## src/rtl/mult_div_unit.sv

```systemverilog
// mult_div_unit: iterative 32x32 multiply (radix-2 shift-add) and restoring
// divide on operand magnitudes, sign-corrected once at the end, with the
// results held in HI/LO. MTHI/MTLO write HI/LO directly in one cycle.
// Define MDU_DIV_EN to build the divider in; without it DIV/DIVU are reserved.
//
// state  | meaning
// IDLE   | waiting for start; MTHI/MTLO and reserved ops handled here
// CALC   | 32 shift-add / restoring-subtract iterations
// FINISH | sign correction; HI/LO written and done pulsed on exit
module mult_div_unit #(
  parameter int WIDTH = 32
) (
  input  logic             clk,
  input  logic             rst,
  input  logic             start,
  input  logic [2:0]       op,
  input  logic [WIDTH-1:0] operand_a,
  input  logic [WIDTH-1:0] operand_b,
  input  logic             abort,
  output logic             busy,
  output logic             done,
  output logic             illegal_op,
  output logic [WIDTH-1:0] hi,
  output logic [WIDTH-1:0] lo
);

  typedef enum logic [1:0] {IDLE, CALC, FINISH} state_t;

  state_t               state, state_nxt;
  logic [5:0]           count;
  logic [2*WIDTH-1:0]   prod;
  logic [WIDTH-1:0]     b_mag_q;
  logic                 res_neg;
  logic                 launch, mt_write, illegal_nxt, finish_write;
  logic                 is_calc_op, is_mt_op;
  logic                 signed_op, a_neg, b_neg;
  logic [WIDTH-1:0]     a_mag, b_mag;
  logic [WIDTH:0]       mul_sum;
  logic [2*WIDTH-1:0]   mul_nxt;
  logic [WIDTH-1:0]     fin_hi, fin_lo;
`ifdef MDU_DIV_EN
  logic                 div_q, rem_neg, div_zero;
  logic [WIDTH-1:0]     a_q;
  logic [WIDTH:0]       rem_sh, diff;
  logic [2*WIDTH-1:0]   div_nxt;
`endif

  assign busy         = (state != IDLE);
  assign finish_write = (state == FINISH) && !abort;

  // Op decode and operand magnitudes (even ops are the signed variants)
  always_comb begin
`ifdef MDU_DIV_EN
    is_calc_op = (op[2] == 1'b0);
`else
    is_calc_op = (op[2:1] == 2'b00);
`endif
    is_mt_op  = (op[2:1] == 2'b10);
    signed_op = ~op[0];
    a_neg     = signed_op & operand_a[WIDTH-1];
    b_neg     = signed_op & operand_b[WIDTH-1];
    a_mag     = a_neg ? (~operand_a + 1'b1) : operand_a;
    b_mag     = b_neg ? (~operand_b + 1'b1) : operand_b;
  end

  // State register
  always_ff @(posedge clk or posedge rst) begin
    if (rst) state <= IDLE;
    else     state <= state_nxt;
  end

  // Next state and single-cycle actions; abort beats everything
  always_comb begin
    state_nxt   = state;
    launch      = 1'b0;
    mt_write    = 1'b0;
    illegal_nxt = 1'b0;
    case (state)
      IDLE: begin
        if (start && !abort) begin
          if (is_calc_op) begin
            launch    = 1'b1;
            state_nxt = CALC;
          end else if (is_mt_op) begin
            mt_write = 1'b1;
          end else begin
            illegal_nxt = 1'b1;
          end
        end
      end
      CALC: begin
        if (abort)              state_nxt = IDLE;
        else if (count == 6'd0) state_nxt = FINISH;
      end
      FINISH:  state_nxt = IDLE;
      default: state_nxt = IDLE;
    endcase
  end

  // One iteration step of each algorithm
  always_comb begin
    mul_sum = {1'b0, prod[2*WIDTH-1:WIDTH]} + (prod[0] ? {1'b0, b_mag_q} : '0);
    mul_nxt = {mul_sum, prod[WIDTH-1:1]};
`ifdef MDU_DIV_EN
    rem_sh  = prod[2*WIDTH-1:WIDTH-1];
    diff    = rem_sh - {1'b0, b_mag_q};
    div_nxt = diff[WIDTH] ? {rem_sh[WIDTH-1:0], prod[WIDTH-2:0], 1'b0}
                          : {diff[WIDTH-1:0], prod[WIDTH-2:0], 1'b1};
`endif
  end

  // Sign correction of the raw magnitude result
  always_comb begin
    fin_hi = prod[2*WIDTH-1:WIDTH];
    fin_lo = prod[WIDTH-1:0];
`ifdef MDU_DIV_EN
    if (div_q) begin
      if (div_zero) begin
        fin_hi = a_q;
        fin_lo = '1;
      end else begin
        if (res_neg) fin_lo = ~prod[WIDTH-1:0] + 1'b1;
        if (rem_neg) fin_hi = ~prod[2*WIDTH-1:WIDTH] + 1'b1;
      end
    end else
`endif
    if (res_neg) {fin_hi, fin_lo} = ~prod + 1'b1;
  end

  // Operand latch and iteration datapath
  always_ff @(posedge clk or posedge rst) begin
    if (rst) begin
      prod    <= '0;
      b_mag_q <= '0;
      res_neg <= 1'b0;
      count   <= 6'd0;
`ifdef MDU_DIV_EN
      div_q    <= 1'b0;
      rem_neg  <= 1'b0;
      div_zero <= 1'b0;
      a_q      <= '0;
`endif
    end else if (launch) begin
      prod    <= {{WIDTH{1'b0}}, a_mag};
      b_mag_q <= b_mag;
      res_neg <= a_neg ^ b_neg;
      count   <= 6'd32;
`ifdef MDU_DIV_EN
      div_q    <= op[1];
      rem_neg  <= a_neg;
      div_zero <= (operand_b == '0);
      a_q      <= operand_a;
`endif
    end else if (abort) begin
      count <= 6'd0;
    end else if (state == CALC && count != 6'd0) begin
`ifdef MDU_DIV_EN
      prod <= div_q ? div_nxt : mul_nxt;
`else
      prod <= mul_nxt;
`endif
      count <= count - 6'd1;
    end
  end

  // HI/LO registers and status pulses
  always_ff @(posedge clk or posedge rst) begin
    if (rst) begin
      hi         <= '0;
      lo         <= '0;
      done       <= 1'b0;
      illegal_op <= 1'b0;
    end else begin
      done       <= 1'b0;
      illegal_op <= illegal_nxt;
      if (finish_write) begin
        hi   <= fin_hi;
        lo   <= fin_lo;
        done <= 1'b1;
      end else if (mt_write) begin
        if (op[0]) lo <= operand_a;
        else       hi <= operand_a;
      end
    end
  end

endmodule

```

## config.mk

```make
export PLATFORM = sky130hd
export DESIGN_NAME = mult_div_unit
export DESIGN_NICKNAME = d
export VERILOG_FILES = /design/src/rtl/mult_div_unit.sv
export SDC_FILE = /design/constraint.sdc
export NUM_CORES = 1
export LEC_CHECK = 0
export CAP_MARGIN = 25
export CELL_PAD_IN_SITES_DETAIL_PLACEMENT = 1
export CELL_PAD_IN_SITES_GLOBAL_PLACEMENT = 1
export CORE_UTILIZATION = 39
export CTS_CLUSTER_SIZE = 40
export DETAILED_ROUTE_END_ITERATION = 8
export PLACE_DENSITY_LB_ADDON = 0.15
export SLEW_MARGIN = 20
export SYNTH_ARGS = -nofsm -noshare
export SYNTH_HDL_FRONTEND = slang
export SYNTH_SLANG_ARGS = --single-unit
```

## constraint.sdc

```tcl
create_clock -name clk -period 5 [get_ports clk]
set_input_delay 0.75 -clock clk [delete_from_list [all_inputs] [get_ports clk]]
set_output_delay 0.75 -clock clk [all_outputs]
set_load 0.03 [all_outputs]
```

==> results.py <==
metrics = {
    "run_status": {
        "status": "finished clean",
    },
    "timing": {
        "finalCritPeriodShare_pct": 70.80,
        "final_period_minus_worst_setup_slack_ns": 3.540,
        "slew_viol_final": 0,
        "finalSetupTns_ns": 0,
        "tightestPinTransition_ns": 0.9750,
        "timing.fmax_mhz": 282.5,
        "fin_worst_hold_slack_ns": 0.4737,
        "hold_viol_final": 0,
        "timing.max_slew.rel_slack_pct": 35.00,
        "fin_skew_ns": 0.01335,
        "rsz_0062_raised_after_global_routing": "false",
        "final-setup-viol-count": 0,
    },
    "grt": {
        "overall_track_demand_over_capacity_in_global_routing_pct": 24.24,
        "grt_pass1_wl_mm": 59.92,
        "antenna_found_initial": 0,
        "grt_max_degree": 172,
        "grt_pass1_vias": 11110,
        "grt_remaining_overflow": 0,
    },
    "detailed_routing": {
        "drcViolationCount": 0,
        "antenna_left": 0,
        "via_count": 10930,
        "detail_route.wirelength_mm": 36.66,
        "drtPass1Iterations": 5,
        "detail_route.vias_per_cell": 5.656,
        "drt-wirelength-per-cell_um": 18.96,
        "detail_route.iter0.violations": 682,
    },
    "clock_network": {
        "clk_pin_slew_ns": 0.07,
        "cts_buffers": 17,
        "clock_tree.root_cell": "sky130_fd_sc_hd__clkbuf_16",
        "clock-sinks": 171,
        "post-cts-setup-buffer-count": 0,
        "ctsHoldBuffers": 0,
        "htree_levels": 4,
        "clock_latency_at_the_later_pin_of_the_worst_skew_pair_ns": 0.45,
        "post_cts_resized": 0,
        "cts_tree": "built",
        "cts-root-to-sink-buffers": 2,
    },
    "worst_setup_path": {
        "cp_cell_sequence": "or4_1 > nor4_1 > nand3_1 > or4_1 > o41ai_2 > xor2_1 > o221ai_1",
        "worst-endpoint-arrival_ns": 3.85,
        "path_class": "reg2reg",
        "cp_top_family": "simple AND/OR/NAND/NOR gates",
        "cp_slowest_cell": "sky130_fd_sc_hd__or4_1",
        "cpMostUsedCell": "sky130_fd_sc_hd__or4_1",
        "critical_path.max_fanout": 7,
        "worst-path-buf-inv": 0,
        "crit_path_max_incr_delay_ns": 0.72,
        "cp_data_required_time_ns": 5.31,
        "ff2ff_setup_slack_ns": 1.46,
        "worstSetupStartpointType": "flop",
        "critical_path.endpoint_type": "flop",
    },
    "power_and_ir_drop": {
        "power-per-cell-area_nw_per_um2": 348.5,
        "maximum_resistive_drop_on_vdd_mv": 0.2525,
        "cellLeakagePower_nw": 5.941,
        "totalPowerFinal_mw": 4.985,
    },
    "floorplanning": {
        "fp.dieArea_sq_um": 31510,
        "placeableCoreArea_sq_um": 29950,
        "core.rowCount": 63,
        "start_util_pct": 40.10,
        "die_x_um": 177.5,
        "io_pins": 138,
        "fp.dieH_um": 177.5,
    },
    "flow_run": {
        "timing.max_cap.violations": 0,
    },
    "synth": {
        "synth_largest_type_area_fraction_pct": 35.62,
        "post_synth_num_cell_types": 64,
        "synth_xor_area_share_pct": 9.843,
        "synth_mux_area_share_pct": 2.489,
        "ys_async_sr_fraction_pct": 100.0,
        "synth-simple-area-share_pct": 20.66,
        "syn-instance-count": 1444,
        "synth_area_leaders": "sky130_fd_sc_hd__dfrtp_1 36%, sky130_fd_sc_hd__o21ai_0 6.4%, sky130_fd_sc_hd__xor2_1 5.3%",
        "synth.yosys.seq_area_share_pct": 35.62,
        "synth-adder-area-share_pct": 4.020,
        "synth.largest_area_cell": "sky130_fd_sc_hd__dfrtp_1",
        "synth_net_count": 1553,
        "postSynthAreaPerCell_sq_um": 8.319,
        "synth_area_sq_um": 12010,
        "synth_compound_area_share_pct": 23.40,
        "synth-warning-count": 0,
        "yosys_register_bits": 171,
        "dominant_combinational_cell_family_by_area_after_synthesis": "compound AO/OA/AOI/OAI gates",
        "ys.flop_type": "sky130_fd_sc_hd__dfrtp_1",
        "number_of_synthesized_flops_with_an_enable_pin": 0,
    },
    "layout": {
        "final_core_utilization_pct": 47.74,
        "layout-area-overhead-vs-synth_pct": 19.05,
        "layout-drive-gt1-share_pct": 5.962,
        "commonest_non_fill_non_tap_cells_in_the_layout": "170 x sky130_fd_sc_hd__nand2_1, 170 x sky130_fd_sc_hd__dfrtp_1, 153 x sky130_fd_sc_hd__o21ai_0, 137 x sky130_fd_sc_hd__clkdlybuf4s50_1, 111 x sky130_fd_sc_hd__a21oi_1",
        "fill_cells": 3573,
        "antenna-diode-count": 0,
        "layout.nets": 1639,
        "post_layout_nonfiller_instances": 1933,
    },
    "placed_design": {
        "dp_cells": 1900,
        "gpl.final_weighted_congestion": 0.8596,
        "place.port_buffers": 137,
        "dp.final_hpwl_mm": 27.80,
    },
    "worst_hold_path": {
        "hold_path.class": "reg2reg",
    },
}
metrics by stage:
step / cell area [sq um] / setup slack [ns]
6_report: 14300 / 1.460
4_1_cts: 14290 / 1.496
5_1_grt: 14300 / 1.256
2_1_floorplan: 12020 / 2.051
3_3_place_gp: 13720 / 1.127
3_5_place_dp: 13730 / 1.016
synth_stat cells (all sizes together) (29+ instances only):
master,count
ha,37
dfrtp,171
a21oi,111
o21ai,157
o31ai,29
nor2,87
xnor2,62
a211oi,34
and2,37
clkbuf,84
xor2,73
inv,31
nand2,170
nor3,36
nor2b,29
nand3,29
worst register-to-register path: cells and delay by family (launching register included):
family	cells	cell delay (ns)
simple gates	4	2.30
compound gates	2	0.48
flops	1	0.43
xor+xnor	1	0.20
metal layers:
metal	wire length [um]	up-vias	track usage [%]
li1	-	5384	-
met1	17290	5263	32.43
met2	17000	232	39.23
met3	1326	54	3.299
met4	1044	0	10.01
met5	0	-	0
final timing paths:
path / start / to / cells after the start
worst max-delay path: prod[5] / hi[21] / 7
worst min-delay path: b_mag_q[15] / b_mag_q[15] / 2
worst max register to register: prod[5] / hi[21] / 7
worst min register to register: b_mag_q[15] / b_mag_q[15] / 2
max in group asynchronous: rst / res_neg / 3
min in group asynchronous: rst / b_mag_q[2] / 3
power breakdown:
| part | leakage [nW] | switching (mW) | internal, mW |
|---|---|---|---|
| clock network | 0.259 | 0.593 | 0.703 |
| registers | 2.19 | 0.248 | 1.64 |
| logic | 3.49 | 1.03 | 0.769 |
registers in the layout (all words and copies together), names as in the netlist, 2 cells and up:
signal,flops
b_mag_q,32
count,6
hi,32
lo,32
state,2
prod,64
cells by family (layout without fill, tap and decap cells):
kind of cell    after synthesis  after routing
flops                       171            171
mux                          29             29
fa+ha+maj                    38             38
buf+inv                     124            223
xor+xnor                    135            135
simple gates                498            498
compound gates              449            449
layout make-up:
type                    count  area [sq um]  area share (%)
inverters                  31         120.1          0.8399
clock buffers              20         446.7           3.123
flip-flops and latches    171          4280           29.93
multi-input cells        1149          7281           50.91
well taps                 390         488.0           3.412
repair buffers            160          1569           10.97
clock inverters            12         116.4          0.8137
(Power assumes the default switching activity.)
